===== config.mk =====
export PLATFORM = sky130hd
export DESIGN_NAME = bcd_to_binary_seq_flat
export DESIGN_NICKNAME = d
export VERILOG_FILES = /design/src/rtl/bcd_to_binary_seq_if.sv /design/src/rtl/bcd_to_binary_seq.sv /design/src/flat_wrapper.sv
export SDC_FILE = /design/constraint.sdc
export NUM_CORES = 1
export LEC_CHECK = 0
export CAP_MARGIN = 20
export CORE_ASPECT_RATIO = 1.25
export CORE_UTILIZATION = 55
export DETAILED_ROUTE_END_ITERATION = 8
export PLACE_DENSITY = 0.79
export RECOVER_POWER = 100
export SLEW_MARGIN = 20
export SYNTH_ARGS = -nofsm -noshare
export SYNTH_HDL_FRONTEND = slang
export SYNTH_SLANG_ARGS = --single-unit

===== constraint.sdc =====
create_clock -name clk -period 5.7 [get_ports clk]
set_clock_uncertainty 0.15 [all_clocks]
set_input_delay 0.855 -clock clk [delete_from_list [all_inputs] [get_ports clk]]
set_output_delay 0.855 -clock clk [all_outputs]
set_load 0.02 [all_outputs]

===== src/rtl/bcd_to_binary_seq_if.sv =====
// Handshake and data bundle for the signed BCD-to-binary converter.
// The master drives the entry and start; the slave is the converter.
interface bcd_to_binary_seq_if #(
    parameter int unsigned OUT_WIDTH = 8
);
    logic                 start;
    logic                 sign;
    logic [3:0]           hundreds;
    logic [3:0]           tens;
    logic [3:0]           ones;
    logic [OUT_WIDTH-1:0] result;
    logic                 done;
    logic                 busy;
    logic                 error;

    modport master (
        output start, sign, hundreds, tens, ones,
        input  result, done, busy, error
    );

    modport slave (
        input  start, sign, hundreds, tens, ones,
        output result, done, busy, error
    );
endinterface


===== src/rtl/bcd_to_binary_seq.sv =====
// Signed 3-digit BCD entry to two's-complement converter using iterative reverse double-dabble.
// One magnitude bit per clock; constant latency regardless of digit validity or range.
module bcd_to_binary_seq #(
    parameter int unsigned DIGITS    = 3,
    parameter int unsigned OUT_WIDTH = 8
) (
    input  logic                  clk,
    input  logic                  rst,
    bcd_to_binary_seq_if.slave    bus
);
    localparam int unsigned BCD_W = 4 * DIGITS;
    localparam int unsigned BIN_W = $clog2(10 ** DIGITS);
    localparam int unsigned CNT_W = $clog2(BIN_W + 1);

    localparam logic [BIN_W-1:0] POS_MAX = BIN_W'((1 << (OUT_WIDTH - 1)) - 1);
    localparam logic [BIN_W-1:0] NEG_MAX = BIN_W'(1 << (OUT_WIDTH - 1));
    localparam logic [CNT_W-1:0] CNT_LAST = CNT_W'(BIN_W - 1);

    typedef enum logic [1:0] {
        StIdle,
        StShift,
        StFinish
    } state_e;

    state_e               r_state, w_state_next;
    logic [BCD_W-1:0]     r_bcd, w_bcd_next;
    logic [BIN_W-1:0]     r_bin, w_bin_next;
    logic [CNT_W-1:0]     r_count, w_count_next;
    logic                 r_sign, w_sign_next;
    logic                 r_invalid, w_invalid_next;
    logic [OUT_WIDTH-1:0] r_result, w_result_next;
    logic                 r_done, w_done_next;
    logic                 r_busy, w_busy_next;
    logic                 r_error, w_error_next;

    logic [BCD_W-1:0]       w_in_bcd;
    logic                   w_in_invalid;
    logic [BCD_W+BIN_W-1:0] w_shift;
    logic [BCD_W-1:0]       w_bcd_corr;
    logic [BIN_W-1:0]       w_neg;
    logic [BIN_W-1:0]       w_value;
    logic                   w_range_err;
    logic                   w_final_err;

    assign w_in_bcd = {bus.hundreds, bus.tens, bus.ones};

    always_comb begin
        w_in_invalid = 1'b0;
        for (int i = 0; i < int'(DIGITS); i++) begin
            if (w_in_bcd[4*i +: 4] > 4'd9) begin
                w_in_invalid = 1'b1;
            end
        end
    end

    // Shift right, then pull each digit that now reads >= 8 back down by 3.
    always_comb begin
        w_shift    = {r_bcd, r_bin} >> 1;
        w_bcd_corr = w_shift[BCD_W+BIN_W-1:BIN_W];
        for (int i = 0; i < int'(DIGITS); i++) begin
            if (w_bcd_corr[4*i +: 4] >= 4'd8) begin
                w_bcd_corr[4*i +: 4] = w_bcd_corr[4*i +: 4] - 4'd3;
            end
        end
    end

    assign w_neg       = BIN_W'(~r_bin + 1'b1);
    assign w_value     = r_sign ? w_neg : r_bin;
    assign w_range_err = r_sign ? (r_bin > NEG_MAX) : (r_bin > POS_MAX);
    assign w_final_err = r_invalid | w_range_err;

    always_comb begin
        w_state_next   = r_state;
        w_bcd_next     = r_bcd;
        w_bin_next     = r_bin;
        w_count_next   = r_count;
        w_sign_next    = r_sign;
        w_invalid_next = r_invalid;
        w_result_next  = r_result;
        w_done_next    = 1'b0;
        w_busy_next    = r_busy;
        w_error_next   = r_error;

        unique case (r_state)
            StIdle: begin
                w_busy_next = bus.start;
                if (bus.start) begin
                    w_bcd_next     = w_in_bcd;
                    w_sign_next    = bus.sign;
                    w_bin_next     = '0;
                    w_count_next   = '0;
                    w_invalid_next = w_in_invalid;
                    w_state_next   = StShift;
                end
            end
            StShift: begin
                w_busy_next  = 1'b1;
                w_bcd_next   = w_bcd_corr;
                w_bin_next   = w_shift[BIN_W-1:0];
                w_count_next = r_count + 1'b1;
                if (r_count == CNT_LAST) begin
                    w_state_next = StFinish;
                end
            end
            StFinish: begin
                // busy stays up through the done cycle; IDLE decides whether it drops.
                w_busy_next   = 1'b1;
                w_done_next   = 1'b1;
                w_error_next  = w_final_err;
                w_result_next = w_final_err ? '0 : OUT_WIDTH'(w_value);
                w_state_next  = StIdle;
            end
            default: begin
                w_state_next = StIdle;
                w_busy_next  = 1'b0;
            end
        endcase
    end

    always_ff @(posedge clk or negedge rst) begin
        if (!rst) begin
            r_state   <= StIdle;
            r_bcd     <= '0;
            r_bin     <= '0;
            r_count   <= '0;
            r_sign    <= 1'b0;
            r_invalid <= 1'b0;
            r_result  <= '0;
            r_done    <= 1'b0;
            r_busy    <= 1'b0;
            r_error   <= 1'b0;
        end else begin
            r_state   <= w_state_next;
            r_bcd     <= w_bcd_next;
            r_bin     <= w_bin_next;
            r_count   <= w_count_next;
            r_sign    <= w_sign_next;
            r_invalid <= w_invalid_next;
            r_result  <= w_result_next;
            r_done    <= w_done_next;
            r_busy    <= w_busy_next;
            r_error   <= w_error_next;
        end
    end

    assign bus.result = r_result;
    assign bus.done   = r_done;
    assign bus.busy   = r_busy;
    assign bus.error  = r_error;
endmodule


===== src/flat_wrapper.sv =====
// flat-port wrapper written by rule: the top's interface ports become plain ports
module bcd_to_binary_seq_flat 
#(
    parameter int unsigned DIGITS    = 3,
    parameter int unsigned OUT_WIDTH = 8
)
  (clk, rst, bus_start, bus_sign, bus_hundreds, bus_tens, bus_ones, bus_result, bus_done, bus_busy, bus_error);
  bcd_to_binary_seq_if #(.OUT_WIDTH(OUT_WIDTH)) bus_i ();
  input  logic clk;
  input  logic rst;
  input wire logic [$bits(bus_i.start)-1:0] bus_start;
  input wire logic [$bits(bus_i.sign)-1:0] bus_sign;
  input wire logic [$bits(bus_i.hundreds)-1:0] bus_hundreds;
  input wire logic [$bits(bus_i.tens)-1:0] bus_tens;
  input wire logic [$bits(bus_i.ones)-1:0] bus_ones;
  output wire logic [$bits(bus_i.result)-1:0] bus_result;
  output wire logic [$bits(bus_i.done)-1:0] bus_done;
  output wire logic [$bits(bus_i.busy)-1:0] bus_busy;
  output wire logic [$bits(bus_i.error)-1:0] bus_error;
  assign bus_i.start = bus_start;
  assign bus_i.sign = bus_sign;
  assign bus_i.hundreds = bus_hundreds;
  assign bus_i.tens = bus_tens;
  assign bus_i.ones = bus_ones;
  assign bus_result = bus_i.result;
  assign bus_done = bus_i.done;
  assign bus_busy = bus_i.busy;
  assign bus_error = bus_i.error;
  bcd_to_binary_seq #(.DIGITS(DIGITS), .OUT_WIDTH(OUT_WIDTH)) u_core (.clk(clk), .rst(rst), .bus(bus_i));
endmodule

==> qor.tcl <==
set qor(effective_utilization_at_floorplan_pct) 58.93
set qor(globalRouteTotalUtil_pct) 23.66
set qor(period_share_pct) 44.46
set qor(routabilityCongestion) 0.7728
set qor(postSynthRegisterBits) 41
set qor(total_power_mw) 1.120
set qor(fp.dieArea_um2) 4082
set qor(final_net_count) 257
set qor(netlist_area_um2) 2106
set qor(setup_slack_ns) 3.166
set qor(final_layout_size_suffix_gt1_share_pct) 6.061
set qor(fmaxAchievable_mhz) 394.6
set qor(post_drt_via_cell_ratio) 5.944
set qor(syn-instance-count) 206
set qor(netSwitchingFraction_pct) 41.28
set qor(clock_power_share_pct) 16.3
set qor(setup_tns_ns) 0
set qor(grt_overflow) 0
set qor(max-clock-path-buffers) 2
set qor(cts_buffers) 5
set qor(grt_setup_unrepaired) {no}
set qor(initialDrtViolationCount) 45
set qor(routed_wl_um) 4106
set qor(mean_cell_area_of_the_mapped_netlist_um2) 10.22
set qor(std_cell_rows) 24
set qor(post_cts.repair.setup_buffers) 0
set qor(combPwrFrac_pct) 42.0
set qor(power.static_leakage_nw) 1.128
set qor(yosys_most_used_dff) {sky130_fd_sc_hd__dfrtp_1}
set qor(tritoncts) {yes}
set qor(pin_count) 27
set qor(powerDensity_nw_per_um2) 454.6
set qor(max-slew-margin-rel_pct) -41.71
set qor(synth_edf_count) 0
set qor(layout_common_cells) {sky130_fd_sc_hd__dfrtp_1, sky130_fd_sc_hd__o21ai_0, sky130_fd_sc_hd__nand2_1}
set qor(worst_hold_path_cell_count) 1
set qor(min_path_type) {reg2reg}
set qor(grt_max_degree) 42
set qor(synth_sequential_area_ratio_pct) 48.72
set qor(area_growth_syn_to_layout_pct) 16.99
set qor(seq_power_share_pct) 41.7
set qor(die_h_um) 71.18
set qor(drcViolationCount) 2
set qor(clock_tree.htree_level_count) 2
set qor(period_minus_slack_ns) 2.534
set qor(cts_num_sinks) 41
set qor(post_route_utilization_pct) 68.94
set qor(die_w_um) 57.35
set qor(crit_family) {buffers and inverters}
set qor(max_cap_violations) 1
set qor(outcome) {finished with violations}
set qor(yosys_warnings) 0
set qor(cellInternalPower_uw) 657.7
set qor(critical_path_cell_count) 1
set qor(antenna-diode-count) 0
set qor(final_max_slew_viol_count) 42
set qor(timing.critical_path.buf_inv) 1
set qor(start_kind) {primary input}
set qor(antenna_violations_before_repair) 0
set qor(routed_wire_length_per_instance_um) 15.21
set qor(clk_pin_slew_ns) 0.08
set qor(core_area_um2) 3573
set qor(hold_buffers) 0
set qor(drt-pass1-iter-count) 6
set qor(total_switching_power_uw) 462.4
set qor(setup_viol) 0
set qor(cts_root_buffer) {sky130_fd_sc_hd__clkbuf_8}
set qor(rr_worst_depth) 5
set qor(placed_cells) 262
set qor(critical-path-max-stage-delay_ns) 1.49
set qor(first_global_vias) 1628
set qor(timing.critical_path.slowest_stage_cell) {sky130_fd_sc_hd__clkbuf_1}
set qor(path_class) {in2async}
set qor(placement.io_buffers) 26
set qor(timing.final.hold_violations) 0
set qor(worst-endpoint-required_ns) 5.53
set qor(grt_first_pass_wirelength_um) 7445
set qor(async_flop_share_pct) 100.0
set qor(clock_insertion_delay_worst_skew_ns) 0.29
set qor(synth_fp_nets) 233
set qor(ant_nets) 0
set qor(num_vias) 1605
set qor(n_fill_cell) 280
set qor(vdd_drop_max_mv) 0.2573
set qor(multi_input_area_um2) 1003
set qor(post_cts_resized) 0
set qor(endpoint_class_of_the_critical_path) {async pin}
set qor(worstPathCellList) {clkbuf_1}
set qor(violations_in_the_final_reports) {design-rule violations, max-capacitance violations, max-slew violations}
set qor(max_slew.worst_pin.slew_ns) 2.126
set qor(cp_max_fo) 41
set qor(worst-endpoint-arrival_ns) 2.36
set qor(layout.cells.most_common) {sky130_fd_sc_hd__dfrtp_1}
set qor(dpl_worst_slack_ns) 2.880
set qor(hpwl_after_dpl_um) 2940
set qor(area.sequential_um2) 1026
set qor(final-instance-count-excl-fill) 270
set qor(yosys.cell_types.count) 43
==> sequential cells by signal, indices dropped and copies added (netlist names) <==
name / cells
u_core.r_sign: 1
u_core.r_bcd: 12
u_core.bus.error: 1
u_core.bus.done: 1
u_core.r_state: 2
u_core.r_count: 4
u_core.bus.result: 8
u_core.r_invalid: 1
u_core.bus.busy: 1
u_core.r_bin: 10
==> cell type report <==
cell class,instances,area share [%]
inverters,13,1.981
repair buffers,26,10.31
well taps,39,1.981
multi-input cells,143,40.73
clock buffers,6,2.946
clock inverters,2,0.4063
flip-flops and latches,41,41.65
==> worst paths after layout <==
check / startpoint / to / slack [ns]
min: u_core.bus.result[3] / u_core.bus.result[3] / 0.34
min in group asynchronous: rst / u_core.bus.result[7] / 1.03
max in group clk: bus_start / u_core.r_bcd[3] / 3.20
max: rst / u_core.r_bcd[1] / 3.17
min reg2reg: u_core.bus.result[3] / u_core.bus.result[3] / 0.34
max reg2reg: u_core.r_state[1] / u_core.r_bcd[3] / 3.26
==> per-layer routing <==
metal	global-route usage [%]	up-vias	routed length, um
met4	10.03	0	70
met1	29.59	777	1713
met2	40.44	42	2177
li1	-	779	-
met3	3.473	7	145
met5	0	-	0
==> cells in the mapped netlist, types with 2 or more instances <==
master / count / area (um^2)
sky130_fd_sc_hd__o22a_1: 2 / 17.52
sky130_fd_sc_hd__xnor2_1: 6 / 52.55
sky130_fd_sc_hd__a21oi_1: 7 / 35.03
sky130_fd_sc_hd__xor2_1: 3 / 26.28
sky130_fd_sc_hd__clkbuf_1: 7 / 26.28
sky130_fd_sc_hd__a22o_1: 7 / 61.31
sky130_fd_sc_hd__nor2_1: 6 / 22.52
sky130_fd_sc_hd__nand2b_1: 3 / 18.77
sky130_fd_sc_hd__o211ai_1: 2 / 15.01
sky130_fd_sc_hd__mux2i_1: 8 / 80.08
sky130_fd_sc_hd__nor2b_1: 3 / 18.77
sky130_fd_sc_hd__dfrtp_1: 41 / 1026
sky130_fd_sc_hd__nand2_1: 22 / 82.58
sky130_fd_sc_hd__a22o_2: 2 / 20.02
sky130_fd_sc_hd__o21ai_0: 24 / 120.1
sky130_fd_sc_hd__ha_1: 11 / 137.6
sky130_fd_sc_hd__o21ai_1: 5 / 25.02
sky130_fd_sc_hd__a21o_1: 3 / 22.52
sky130_fd_sc_hd__o2bb2ai_1: 7 / 61.31
sky130_fd_sc_hd__o22ai_1: 2 / 12.51
sky130_fd_sc_hd__inv_1: 12 / 45.04
sky130_fd_sc_hd__and3_1: 2 / 12.51
==> power groups by stage <==
stage	Sequential (mW)	Combinational, mW	Clock, mW
final	0.468	0.470	0.182
after floorplan	0.458	0.354	0
after CTS	0.468	0.476	0.185
after detailed placement	0.473	0.469	0
after global placement	0.465	0.446	0
after global routing	0.481	0.537	0.198
==> cells by family after synthesis <==
| kind of cell | synth area share, % |
|---|---|
| AO/OA/AOI/OAI | 21.45 |
| XOR/XNOR | 3.744 |
| adder cells (fa/ha/maj) | 6.536 |
| buffers and inverters | 3.980 |
| flip-flops | 48.72 |
| multiplexers | 4.338 |
| AND/OR/NAND/NOR | 11.23 |
==> metrics by stage <==
| stage | instance area [um^2] | hold WS, ns |
|---|---|---|
| after CTS | 2461 | 0.3427 |
| after detailed placement | 2379 | 0.3229 |
| after global placement | 2379 | 0.3183 |
| after global routing | 2464 | 0.3515 |
| final | 2464 | 0.3355 |
| after floorplan | 2106 | 0.3007 |
Note: power is estimated with default switching activity, not from simulation.
==> variant, RTL diff (same flow settings) <==
Encoding of `state_e`: now one-hot (3 bits for 3 states).
--- a/src/rtl/bcd_to_binary_seq.sv
+++ b/src/rtl/bcd_to_binary_seq.sv
@@ -18,6 +18,6 @@
 
-    typedef enum logic [1:0] {
-        StIdle,
-        StShift,
-        StFinish
+    typedef enum logic [2:0] {
+        StIdle   = 3'b001,
+        StShift  = 3'b010,
+        StFinish = 3'b100
     } state_e;
Formal check against the unedited RTL: no difference found for any inputs over 10 cycles, from zero or initial values and one cycle with rst low; not proved beyond that.
==> variant against the original RTL <==
- utilization shrank 0.67 points
- largest cell class unchanged
- area after synthesis shrank 3.1%
- design area shrank 2.6%
- combinational power shrank 22%
- total power shrank 3.8%
- highest routed layer unchanged
- the run ends with max-capacitance violations, max-slew violations left
- worst setup slack lost 0.12 ns
- sequential cell count grew 1
- wire length shrank 9.0%
==> variant: results (changes against the original RTL) <==
===========================================================================================
Result of the run                                                              complete, but fails checks
Violations in the final reports                                                max-capacitance violations, max-slew violations
Leak                                                                               1.067 nW   -5.4%
Signal arrival time at the worst endpoint                                           2.62 ns   +0.26 ns
Startpoint of the worst hold path                                              u_core.bus.result[6]$_DFFE_PN0N_
Finished Layout Cells                                                                   257   -4.8%
Slowest library cell on the worst path                                               a21o_1
Switch Pwr                                                                      0.0003901 W   -16%
Max-cap violation count                                                                   1   unchanged
Average instance area after synthesis                                            10.62 um^2   +3.9%
Final Max Tran Viols                                                                     43   +2.4%
Worst-path maximum fanout                                                                36   -12%
RR Startpoint                                                                  u_core.r_state[0]$_DFFE_PN1P_
Leading post-synthesis cells by cell area                                      dfrtp_1 (50%), o21ai_0 (6.4%), nand2_1 (5.0%)
Worst setup endpoint                                                           u_core.r_bcd[4]$_DFFE_PN0P_
End of the worst hold path                                                     u_core.bus.result[6]$_DFFE_PN0N_
Ratio of routed vias to standard cells                                                5.813   -2.2%
Fraction of final layout cells with drive strength greater than 1                    7.339%   +1.3 points
Maximum count of clock buffers along a single path                                        2   unchanged
Number of nets still failing antenna checks after routing                                 0   unchanged
Cell count after placement                                                              249   -5.0%
Worst-case vdd ir drop                                                            0.3245 mV   +26%
First-pass GRT wire length                                                         6.444 mm   -13%
Power consumed by combinational cells                                            0.000366 W   -22%
Initial DRT Pass Iterations                                                               4   -2
Overall fraction of global-route tracks in use                                       20.97%   -2.7 points
Worst Setup SP                                                                    bus_start
Worst Reg2Reg Path Length in Cells                                                        3   -2
Largest net degree at the start of global routing                                        43   +2.4%
Vias in the first global route                                                         1471   -9.6%
Fill cells                                                                              287   +2.5%
Worst setup slack for register-to-register paths                                    3.55 ns   +0.29 ns
Worst Max-Slew Pin Slew                                                            2.122 ns   -0.003490 ns
Largest stage delay, worst path                                                     0.80 ns   -0.69 ns
Routed WL per cell                                                                 14.54 um   -4.4%
Leading cell types by count after synthesis                                    dfrtp_1 (41), nand2_1 (27), o21ai_0 (26)
Cell depth of the worst hold path                                                         2   +1
Post-synthesis sequential area ratio                                                 51.60%   +2.9 points
Delay-heaviest family, CP                                                      compound AO/OA/AOI/OAI gates
Number of design-rule violations left by the first detailed-router iteration             65   +44%
HPWL after DPL                                                                     2.616 mm   -11%
Share of total power in the clock network                                             21.7%   +5.4 points
Post-synth net total                                                                    215   -7.7%
Count of nets after finishing                                                           240   -6.6%
===========================================================================================
==> variant: metrics by stage <==
stage	total power [W]	setup WS, ns
2_1_floorplan	0.0007417	3.694
3_3_place_gp	0.0008368	2.969
3_5_place_dp	0.0008653	2.893
4_1_cts	0.001099	3.179
5_1_grt	0.001159	2.605
6_report	0.001078	3.044
==> variant: final cells by class <==
| type | count | area [um^2] | share of cell area [%] |
|---|---|---|---|
| clock inverters | 2 | 37.54 | 1.565 |
| flip-flops and latches | 42 | 1052 | 43.87 |
| multi-input cells | 131 | 888.4 | 37.04 |
| clock buffers | 6 | 72.57 | 3.026 |
| well taps | 39 | 48.80 | 2.034 |
| inverters | 10 | 37.54 | 1.565 |
| repair buffers | 27 | 261.5 | 10.90 |
==> variant: logic make-up after synthesis <==
kind of cell | after synthesis | share of synthesized area (%)
adder cells (fa/ha/maj) | 7 | 4.294
XOR/XNOR | 11 | 4.724
AO/OA/AOI/OAI | 55 | 16.99
flip-flops | 42 | 51.60
buffers and inverters | 19 | 4.233
AND/OR/NAND/NOR | 49 | 13.62
multiplexers | 9 | 4.540
==> variant: worst reg2reg max path, delay by kind of cell, from the launching register on <==
family,cells,cell delay [ns]
AOI/OAI and AO/OA,2,1.06
DFF,1,0.57
and+or+nand+nor,1,0.19
==> variant: per-layer routing <==
| layer | share of wire, % | GRT usage (%) |
|---|---|---|
| met3 | 3.4 | 3.889 |
| met4 | 1.4 | 9.485 |
| met1 | 44 | 24.78 |
| met5 | 0 | 0 |
| met2 | 52 | 36.47 |
